**src/rtl/fir_64_mdc_kernel_adapter_if.sv**
```systemverilog
// Valid/ready stream interface carrying samples between the HWPE streamer and the adapter.
// The sink modport receives data; the source modport produces it.
interface hwpe_stream_intf_stream #(
    parameter int unsigned DATA_WIDTH = 32
);
    logic                      valid;
    logic                      ready;
    logic [DATA_WIDTH-1:0]     data;
    logic [DATA_WIDTH/8-1:0]   strb;

    modport source (output valid, output data, output strb, input ready);
    modport sink   (input valid, input data, input strb, output ready);
endinterface

```
**src/rtl/fir_64_mdc_kernel_adapter.sv**
```systemverilog
// Bridges HWPE streams to an HLS FIR kernel's AXI-stream ports and sequences one job of len_i samples.
// Handshakes pass straight through while running, gated by the per-job sample budget.
module fir_64_mdc_kernel_adapter #(
    parameter int unsigned DATA_WIDTH = 32,
    parameter int unsigned CNT_WIDTH  = 32
) (
    input  logic                  clk_i,
    input  logic                  rst_ni,
    input  logic                  enable_i,
    input  logic                  clear_i,
    input  logic                  start_i,
    input  logic [CNT_WIDTH-1:0]  len_i,
    hwpe_stream_intf_stream.sink   x_V,
    hwpe_stream_intf_stream.source y_V,
    output logic [DATA_WIDTH-1:0] kx_tdata_o,
    output logic                  kx_tvalid_o,
    input  logic                  kx_tready_i,
    input  logic [DATA_WIDTH-1:0] ky_tdata_i,
    input  logic                  ky_tvalid_i,
    output logic                  ky_tready_o,
    output logic                  ap_start_o,
    input  logic                  ap_done_i,
    input  logic                  ap_idle_i,
    output logic                  busy_o,
    output logic                  done_o,
    output logic                  err_o,
    output logic [CNT_WIDTH-1:0]  in_cnt_o,
    output logic [CNT_WIDTH-1:0]  out_cnt_o
);

    typedef enum logic [1:0] {
        IDLE,
        RUN,
        WAIT_AP,
        DONE
    } state_e;

    state_e               state_q, state_d;
    logic [CNT_WIDTH-1:0] len_q, len_d;
    logic [CNT_WIDTH-1:0] in_cnt_q, in_cnt_d;
    logic [CNT_WIDTH-1:0] out_cnt_q, out_cnt_d;
    logic                 err_q, err_d;
    logic                 done_q, done_d;
    logic                 busy_q, busy_d;
    logic                 ap_start_q, ap_start_d;

    logic run_act;
    logic in_room;
    logic out_room;
    logic in_hs;
    logic out_hs;

    // The budget comparisons stop each direction once len samples have moved.
    assign run_act  = enable_i && (state_q == RUN);
    assign in_room  = in_cnt_q < len_q;
    assign out_room = out_cnt_q < len_q;

    assign kx_tdata_o  = x_V.data;
    assign kx_tvalid_o = run_act && x_V.valid && in_room;
    assign x_V.ready   = run_act && kx_tready_i && in_room;
    assign in_hs       = kx_tvalid_o && kx_tready_i;

    assign y_V.data    = ky_tdata_i;
    assign y_V.strb    = '1;
    assign y_V.valid   = run_act && ky_tvalid_i && out_room;
    assign ky_tready_o = run_act && y_V.ready && out_room;
    assign out_hs      = y_V.valid && y_V.ready;

    always_comb begin
        state_d   = state_q;
        len_d     = len_q;
        in_cnt_d  = in_cnt_q;
        out_cnt_d = out_cnt_q;
        err_d     = err_q;
        done_d    = done_q;

        if (clear_i) begin
            state_d   = IDLE;
            len_d     = '0;
            in_cnt_d  = '0;
            out_cnt_d = '0;
            err_d     = 1'b0;
            done_d    = 1'b0;
        end else if (enable_i) begin
            done_d = 1'b0;
            case (state_q)
                IDLE: begin
                    if (start_i) begin
                        if (len_i != '0) begin
                            len_d     = len_i;
                            in_cnt_d  = '0;
                            out_cnt_d = '0;
                            err_d     = 1'b0;
                            state_d   = RUN;
                        end else begin
                            done_d = 1'b1;
                        end
                    end
                end
                RUN: begin
                    if (ky_tvalid_i && !out_room) begin
                        err_d = 1'b1;
                    end
                    if (in_hs) begin
                        in_cnt_d = in_cnt_q + 1'b1;
                    end
                    if (out_hs) begin
                        out_cnt_d = out_cnt_q + 1'b1;
                        if (out_cnt_d == len_q) begin
                            state_d = WAIT_AP;
                        end
                    end
                end
                WAIT_AP: begin
                    if (ky_tvalid_i) begin
                        err_d = 1'b1;
                    end
                    if (ap_done_i || ap_idle_i) begin
                        state_d = DONE;
                        done_d  = 1'b1;
                    end
                end
                DONE: begin
                    if (ky_tvalid_i) begin
                        err_d = 1'b1;
                    end
                    state_d = IDLE;
                end
                default: state_d = IDLE;
            endcase
        end

        busy_d     = (state_d == RUN) || (state_d == WAIT_AP);
        ap_start_d = (state_d == RUN);
    end

    always_ff @(posedge clk_i or negedge rst_ni) begin
        if (!rst_ni) begin
            state_q    <= IDLE;
            len_q      <= '0;
            in_cnt_q   <= '0;
            out_cnt_q  <= '0;
            err_q      <= 1'b0;
            done_q     <= 1'b0;
            busy_q     <= 1'b0;
            ap_start_q <= 1'b0;
        end else begin
            state_q    <= state_d;
            len_q      <= len_d;
            in_cnt_q   <= in_cnt_d;
            out_cnt_q  <= out_cnt_d;
            err_q      <= err_d;
            done_q     <= done_d;
            busy_q     <= busy_d;
            ap_start_q <= ap_start_d;
        end
    end

    assign ap_start_o = ap_start_q;
    assign busy_o     = busy_q;
    assign done_o     = done_q;
    assign err_o      = err_q;
    assign in_cnt_o   = in_cnt_q;
    assign out_cnt_o  = out_cnt_q;

endmodule

```
**src/flat_wrapper.sv**
```systemverilog
// flat-port wrapper written by rule: the top's interface ports become plain ports
module fir_64_mdc_kernel_adapter_flat 
#(
    parameter int unsigned DATA_WIDTH = 32,
    parameter int unsigned CNT_WIDTH  = 32
)
  (clk_i, rst_ni, enable_i, clear_i, start_i, len_i, kx_tdata_o, kx_tvalid_o, kx_tready_i, ky_tdata_i, ky_tvalid_i, ky_tready_o, ap_start_o, ap_done_i, ap_idle_i, busy_o, done_o, err_o, in_cnt_o, out_cnt_o, x_V_valid, x_V_data, x_V_strb, x_V_ready, y_V_valid, y_V_data, y_V_strb, y_V_ready);
  hwpe_stream_intf_stream #(.DATA_WIDTH(DATA_WIDTH)) x_V_i ();
  hwpe_stream_intf_stream #(.DATA_WIDTH(DATA_WIDTH)) y_V_i ();
  input  logic clk_i;
  input  logic rst_ni;
  input  logic enable_i;
  input  logic clear_i;
  input  logic start_i;
  input  logic [CNT_WIDTH-1:0] len_i;
  output logic [DATA_WIDTH-1:0] kx_tdata_o;
  output logic kx_tvalid_o;
  input  logic kx_tready_i;
  input  logic [DATA_WIDTH-1:0] ky_tdata_i;
  input  logic ky_tvalid_i;
  output logic ky_tready_o;
  output logic ap_start_o;
  input  logic ap_done_i;
  input  logic ap_idle_i;
  output logic busy_o;
  output logic done_o;
  output logic err_o;
  output logic [CNT_WIDTH-1:0] in_cnt_o;
  output logic [CNT_WIDTH-1:0] out_cnt_o;
  input wire logic [$bits(x_V_i.valid)-1:0] x_V_valid;
  input wire logic [$bits(x_V_i.data)-1:0] x_V_data;
  input wire logic [$bits(x_V_i.strb)-1:0] x_V_strb;
  output wire logic [$bits(x_V_i.ready)-1:0] x_V_ready;
  output wire logic [$bits(y_V_i.valid)-1:0] y_V_valid;
  output wire logic [$bits(y_V_i.data)-1:0] y_V_data;
  output wire logic [$bits(y_V_i.strb)-1:0] y_V_strb;
  input wire logic [$bits(y_V_i.ready)-1:0] y_V_ready;
  assign x_V_i.valid = x_V_valid;
  assign x_V_i.data = x_V_data;
  assign x_V_i.strb = x_V_strb;
  assign x_V_ready = x_V_i.ready;
  assign y_V_valid = y_V_i.valid;
  assign y_V_data = y_V_i.data;
  assign y_V_strb = y_V_i.strb;
  assign y_V_i.ready = y_V_ready;
  fir_64_mdc_kernel_adapter #(.DATA_WIDTH(DATA_WIDTH), .CNT_WIDTH(CNT_WIDTH)) u_core (.clk_i(clk_i), .rst_ni(rst_ni), .enable_i(enable_i), .clear_i(clear_i), .start_i(start_i), .len_i(len_i), .x_V(x_V_i), .y_V(y_V_i), .kx_tdata_o(kx_tdata_o), .kx_tvalid_o(kx_tvalid_o), .kx_tready_i(kx_tready_i), .ky_tdata_i(ky_tdata_i), .ky_tvalid_i(ky_tvalid_i), .ky_tready_o(ky_tready_o), .ap_start_o(ap_start_o), .ap_done_i(ap_done_i), .ap_idle_i(ap_idle_i), .busy_o(busy_o), .done_o(done_o), .err_o(err_o), .in_cnt_o(in_cnt_o), .out_cnt_o(out_cnt_o));
endmodule
```
**config.mk**
```make
export PLATFORM = sky130hd
export DESIGN_NAME = fir_64_mdc_kernel_adapter_flat
export DESIGN_NICKNAME = d
export VERILOG_FILES = /design/src/rtl/fir_64_mdc_kernel_adapter_if.sv /design/src/rtl/fir_64_mdc_kernel_adapter.sv /design/src/flat_wrapper.sv
export SDC_FILE = /design/constraint.sdc
export NUM_CORES = 1
export LEC_CHECK = 0
export ABC_AREA = 1
export CAP_MARGIN = 20
export CORE_UTILIZATION = 49
export CTS_CLUSTER_DIAMETER = 60
export DETAILED_ROUTE_END_ITERATION = 10
export PLACE_DENSITY = 0.82
export SETUP_SLACK_MARGIN = 0.15
export SLEW_MARGIN = 30
export SYNTH_ARGS = -nofsm -noshare
export SYNTH_HDL_FRONTEND = slang
export SYNTH_SLANG_ARGS = --single-unit
```
**constraint.sdc**
```tcl
create_clock -name clk_i -period 2.5 [get_ports clk_i]
set_input_delay 0.375 -clock clk_i [delete_from_list [all_inputs] [get_ports clk_i]]
set_output_delay 0.375 -clock clk_i [all_outputs]
set_load 0.02 [all_outputs]
```
==> After elaboration in Yosys (flattened, before gate mapping) <==
Index checks and enable logic that the tools add are counted.
W data, S select, Z words.
{ "op_classes": {"n_reduce_logical": 27, "add_sub_neg": 2, "mul": 0, "bitwise_logic": 0, "n_div": 0, "n_mux": 36, "n_shift": 0, "n_eq_ne": 12, "order_cmp": 2} }
{ "ops": {"columns": ["cell", "count"], "rows": [
  ["$mux W32", 13],
  ["$pmux W32 S2", 2],
  ["$add A32 B1 Y32 const B", 2],
  ["$lt A32 B32 Y1", 2],
  ["$eq A32 B32 Y1", 1],
  ["$reduce_bool A32 Y1", 1],
  ["$reduce_and A5 Y1", 3],
  ["$mux W2", 7],
  ["$logic_and A1 B1 Y1", 12],
  ["$mux W1", 11],
  ["$ne A3 B2 Y1 const B", 3],
  ["$pmux W2 S4", 1],
  ["$reduce_bool A2 Y1", 4],
  ["$eq A2 B2 Y1 const B", 3],
  ["$ne A3 B3 Y1 const B", 2],
  ["$eq A2 B1 Y1 const B", 2],
  ["$reduce_and A4 Y1", 1],
  ["$ne A3 B1 Y1 const B", 1],
  ["$pmux W1 S3", 1],
  ["$reduce_bool A3 Y1", 1],
  ["$logic_not A2 Y1", 1],
  ["$logic_or A1 B1 Y1", 2],
  ["$pmux W1 S2", 1],
  ["$reduce_or A2 Y1", 1],
  ["$logic_not A1 Y1", 1]
]} }
{ "word_totals": {"n_memories": 0, "mem_bits_rw": 0, "register_bits": 102, "latch_bits": 0, "rom_bits": 0, "input_bits": 111} }

==> Logic depth before layout (Yosys ltp) <==
{ "logic_depth": {"word_depth": 11, "depth_mapped": 18} }

==> Least setup slack after synthesis <==
OpenSTA, ideal clock, no wires.
{ "synth_path": {"path_kind": "flip-flop to flip-flop", "startpoint": "reg u_core.out_cnt_q[1] (netlist: u_core.out_cnt_o[1])", "endpoint": "reg u_core.busy_q (netlist: u_core.busy_o)", "synth_period_minus_slack_ns": 2.407, "setup_slack_ns": 0.093, "path_buffers": 0, "arrival_time_ns": 2.294, "stages_incl_launch_ff": 18, "required_time_ns": 2.387, "path_cell_list": "dfrtp_1 > ha_1 > nand2_2 > nor2_4 > nand2_2 > nor2_4 > nand2_1 > nand2_1 > nand2_1 > nand2_1 > nand2_1 > nor2_1 > nand2_1 > nor2_1 > nand4_1 > nor2b_1 > ha_1 > inv_1"} }
{ "synth_via": {"elab_chain_cells": 9, "word_cells_on_any_way": 13, "cone_classes": "1 x add/sub; 1 x order compare; 3 x eq/ne; 5 x mux; 3 x reduce/logical"} }
{ "synth_rtl": {"columns": ["item", "line", "rtl"], "rows": [
  ["start: declaration", "fir_64_mdc_kernel_adapter.sv:41", "logic [CNT_WIDTH-1:0] out_cnt_q, out_cnt_d;"],
  ["start signal: assignment", "fir_64_mdc_kernel_adapter.sv:151", "out_cnt_q <= out_cnt_d;"],
  ["$add A32 B1 Y32 / $lt A32 B32 Y1 (equally long branches)", "fir_64_mdc_kernel_adapter.sv:108, fir_64_mdc_kernel_adapter.sv:56", null],
  ["$eq A32 B32 Y1 / $logic_and A1 B1 Y1 (equally long branches)", "fir_64_mdc_kernel_adapter.sv:109, fir_64_mdc_kernel_adapter.sv:65", null],
  ["$mux W2 / $logic_and A1 B1 Y1 (equally long branches)", "fir_64_mdc_kernel_adapter.sv:109, fir_64_mdc_kernel_adapter.sv:67", null],
  ["$mux W2 *", "fir_64_mdc_kernel_adapter.sv:107", "if (out_hs) begin"],
  ["$pmux W2 S4 *", "fir_64_mdc_kernel_adapter.sv:86", "case (state_q)"],
  ["$mux W2 *", "fir_64_mdc_kernel_adapter.sv:84", "end else if (enable_i) begin"],
  ["$mux W2 *", "fir_64_mdc_kernel_adapter.sv:77", "if (clear_i) begin"],
  ["via u_core.state_d[0]", "fir_64_mdc_kernel_adapter.sv:38", "state_e state_q, state_d;"],
  ["$eq A2 B1 Y1 / $eq A2 B2 Y1 (equally long branches)", "fir_64_mdc_kernel_adapter.sv:133", "busy_d = (state_d == RUN) || (state_d == WAIT_AP);"],
  ["$logic_or A1 B1 Y1 *", "fir_64_mdc_kernel_adapter.sv:133", null],
  ["via u_core.busy_d", "fir_64_mdc_kernel_adapter.sv:44", "logic busy_q, busy_d;"],
  ["end signal: assignment", "fir_64_mdc_kernel_adapter.sv:154", "busy_q <= busy_d;"],
  ["end: declaration", "fir_64_mdc_kernel_adapter.sv:44", null]
]} }
Mark *: on every way through the listed nets, which the timed path passes. The rest lies on a longest branch.
A chain may end at the register's enable or synchronous reset.

==> Worst setup path in the final report <==
{ "layout_path": {"startpoint": "reg u_core.len_q[3]", "endpoint": "reg u_core.out_cnt_q[7] (netlist: u_core.out_cnt_o[7])"} }
{ "layout_via": {"elab_chain_cells": 5} }
{ "layout_rtl": {"columns": ["item", "line", "rtl"], "rows": [
  ["start: declaration", "fir_64_mdc_kernel_adapter.sv:39", "logic [CNT_WIDTH-1:0] len_q, len_d;"],
  ["start signal: assignment", "fir_64_mdc_kernel_adapter.sv:149", "len_q <= len_d;"],
  ["$lt A32 B32 Y1", "fir_64_mdc_kernel_adapter.sv:56", "assign out_room = out_cnt_q < len_q;"],
  ["$logic_and A1 B1 Y1", "fir_64_mdc_kernel_adapter.sv:65", "assign y_V.valid = run_act && ky_tvalid_i && out_room;"],
  ["$logic_and A1 B1 Y1", "fir_64_mdc_kernel_adapter.sv:67", "assign out_hs = y_V.valid && y_V.ready;"],
  ["$ne A3 B2 Y1 (no source line)", null, null],
  ["$reduce_and A5 Y1 (no source line)", null, null]
]} }
No other way between the ends.

==> results.toml <==
[sta]
fin_skew_ns = 0.0109
worst_slew_pin_slew_ns = 0.928
max_slew_margin_pct = 38.1
fmax_mhz = 314
drv_slew = 0
finalCritPeriodShare_pct = 127
setup_ws_ns = -0.684
rsz0062_at_grt = "true"
fin_crit_ns = 3.18
setup_viol = 105
hold_violations = 0

[setup_path]
cp.arrival_ns = 3.41
slowest_stage = "dfrtp_1"
critPathMaxStageDelay_ns = 0.42
end_kind = "flop"
path_max_fanout = 8
crit_required_ns = 2.73
critical_path.startpoint_type = "flop"
worstPathCellList = "inv_2 -> buf_4 -> ha_4 -> a21oi_1 -> o21ai_1 -> nand2_1 -> nand2_1 -> nand2_2 -> nand2_4 -> nand2_4 -> nand3_2 -> buf_6 -> o21ai_4 -> nand2_8 -> buf_12 -> nor2_1 -> a21oi_1"
critical_path_class = "reg2reg"

[clocking]
cts_buffers = 9
cts_tree = "done"
clock_sinks = 102
htreeDepth = 3
path_clk_slew_ns = 0.09
clockBufferDepth = 2
clock-root-buffer = "clkbuf_16"
clk-insertion-delay-late_ns = 0.37

[detailed_routing]
num_vias = 11726
wl_um = 41300
antenna_left = 0
wl_per_cell_um = 22.7
drc_errors = 0
vias_per_cell = 6.45
drtIter0Drc = 2093
drt_first_pass_iters = 8

[finish]
antenna_cells = 0
area_growth_pct = 48.2
post-route-util_pct = 74.7
layout-drive-gt1-share_pct = 30.7
finalNonFillerCells = 1817
fin_nets = 1764

[grt]
antenna_found_initial = 0
grt_max_degree = 52
grt_pass1_wl_um = 52400
first_global_vias = 10245
track_usage_pct = 36.9
grt_overflow = 0

[floorplan]
start_util_pct = 50.4
core_region_area_um2 = 17400
die-area_um2 = 18400
chipHeight_um = 136
dieWidth_um = 136
ios = 251
placementRows = 48

[job]
max-cap-violations = 0

[logic_synthesis]
synth-edff-count = 0
async_reset_ff_share_pct = 100
avgSynthCellArea_um2 = 6.64
yosysWarnings = 0
synth-seq-cells = 102
synth_cell_types = 39
ys_seq_area_share_pct = 29.2
syn_area_um2 = 8750
synth_ff_type = "dfrtp_1"
synthCells = 1317

[place]
numPortBuffers = 114
dpl.hpwl_um = 21600
place_ws_ns = -0.338
placed_cells = 1739
gp_congestion = 0.919

[status]
violations = "negative setup slack"
outcome = "finished, violations left"

[pwr]
p_leak_nw = 6.03
p_clk_share_pct = 30.3
p_seq_share_pct = 36.2
p_switching_w = 0.00182
max-vdd-ir-drop_uv = 370
p_int_w = 0.00310
p_comb_share_pct = 33.5
swShare_pct = 37.0
power_density_nw_per_um2 = 379

[hold_path]
min_path_type = "in2async"
[cell type report]
class / instances / area, µm²
clock inverters: 7 / 65.1
well taps: 225 / 282
clock buffers: 9 / 225
multi-input cells: 975 / 5970
repair buffers: 357 / 3310
inverters: 142 / 542
flip-flops and latches: 102 / 2570
fillers: 1097 / 4390
[synth_stat cells (all sizes together) (2+ instances only)]
| master | instances | area share [%] |
|---|---|---|
| a31oi | 2 | 0.14 |
| nand2 | 370 | 16 |
| nor4 | 15 | 1.2 |
| o21ai | 58 | 3.3 |
| xnor2 | 14 | 1.4 |
| o22ai | 14 | 1.0 |
| nor2 | 146 | 7.0 |
| clkbuf | 25 | 1.1 |
| xor2 | 15 | 1.5 |
| buf | 76 | 6.3 |
| nor3 | 46 | 2.7 |
| nand4 | 23 | 1.6 |
| a21oi | 53 | 3.0 |
| nand3 | 136 | 7.8 |
| o211ai | 2 | 0.17 |
| dfrtp | 102 | 29 |
| inv | 142 | 6.1 |
| o21a | 2 | 0.17 |
| ha | 66 | 9.4 |
[sequential cells by signal (all words and copies together), names as in the netlist]
signal	flops
u_core.in_cnt_o	32
u_core.len_q	32
u_core.out_cnt_o	32
u_core.state_q	2
u_core.ap_start_o	1
u_core.busy_o	1
u_core.done_o	1
u_core.err_o	1
[stage by stage]
step | hold slack [ns] | setup TNS [ns] | area (µm²) | power, W
after detailed placement | 0.348 | -11.52 | 11000 | 0.00291
final | 0.498 | -27.26 | 13000 | 0.00492
after CTS | 0.505 | -0.975 | 12100 | 0.00452
after floorplan | 0.0794 | 0 | 8760 | 0.00251
after global placement | 0.349 | -9.69 | 11000 | 0.00287
after global routing | 0.537 | -29.69 | 13000 | 0.00502
[cells by family (layout without fill, tap and decap cells)]
group / after synthesis / after routing / synth area share, %
simple gates: 741 / 741 / 36.8
compound gates: 135 / 135 / 8.19
other cells: 1 / 4 / 0.0429
fa+ha+maj: 66 / 66 / 9.44
flops: 102 / 102 / 29.2
xor+xnor: 29 / 29 / 2.90
buf+inv: 243 / 515 / 13.4
[metal layers]
layer,vias to the layer above,track usage (%),part of all wire (%),wire length (µm)
met5,-,0,0.18,74
met4,3,22.7,10,4170
met3,446,7.78,14,5950
met2,1203,59.3,43,17700
met1,5283,45.3,33,13400
li1,4791,-,-,-
[repair_timing]
item,in CTS,in global routing
pin swaps,47,69
resized for setup,153,170
endpoints found under the hold margin,31,0
hold buffers,1,0
cloned,6,4
endpoints found under the setup margin,42,104
setup buffers,24,27
[power groups by stage]
stage                     clock (W)  combinational, W  sequential (W)
after floorplan                   0          0.000668         0.00184
after global placement            0           0.00108         0.00179
after detailed placement          0           0.00112         0.00179
after CTS                   0.00145           0.00130         0.00177
after global routing        0.00152           0.00172         0.00178
final                       0.00149           0.00165         0.00178
[final timing paths]
check,slack [ns],depth (start not counted),start,end
worst max-delay path,-0.68,17,u_core.len_q[3]$_DFFE_PN0P_,u_core.out_cnt_o[7]$_DFFE_PN0P_
worst min-delay path,0.50,2,rst_ni,u_core.in_cnt_o[25]$_DFFE_PN0P_
worst max register to register,-0.68,17,u_core.len_q[3]$_DFFE_PN0P_,u_core.out_cnt_o[7]$_DFFE_PN0P_
worst min register to register,0.53,2,u_core.err_o$_DFFE_PN0P_,u_core.err_o$_DFFE_PN0P_
max in group asynchronous,1.28,3,rst_ni,u_core.out_cnt_o[12]$_DFFE_PN0P_
min in group clk_i,0.53,2,u_core.err_o$_DFFE_PN0P_,u_core.err_o$_DFFE_PN0P_
[worst max-delay path: cells and delay by family, from the launching register on]
family / cells / cell delay [ns]
fa+ha+maj: 1 / 0.20
simple gates: 8 / 1.10
buf+inv: 4 / 0.60
compound gates: 4 / 0.72
flops: 1 / 0.42
[cells in the final DEF (no fill, tap or decap), types with 14 or more instances in the layout]
cell type	instances
nand2_1	291
buf_4	213
nand3_1	128
inv_1	110
clkdlybuf4s50_1	109
nor2_1	103
dfrtp_1	89
nand2_2	50
ha_1	50
a21oi_1	40
nor3_1	39
o21ai_0	35
inv_2	29
nand2_4	27
nand4_1	23
nor2_4	22
nor2_2	21
o21ai_1	19
ha_4	15
xnor2_1	14
o22ai_1	14
Power figures use the tool's default switching activity.
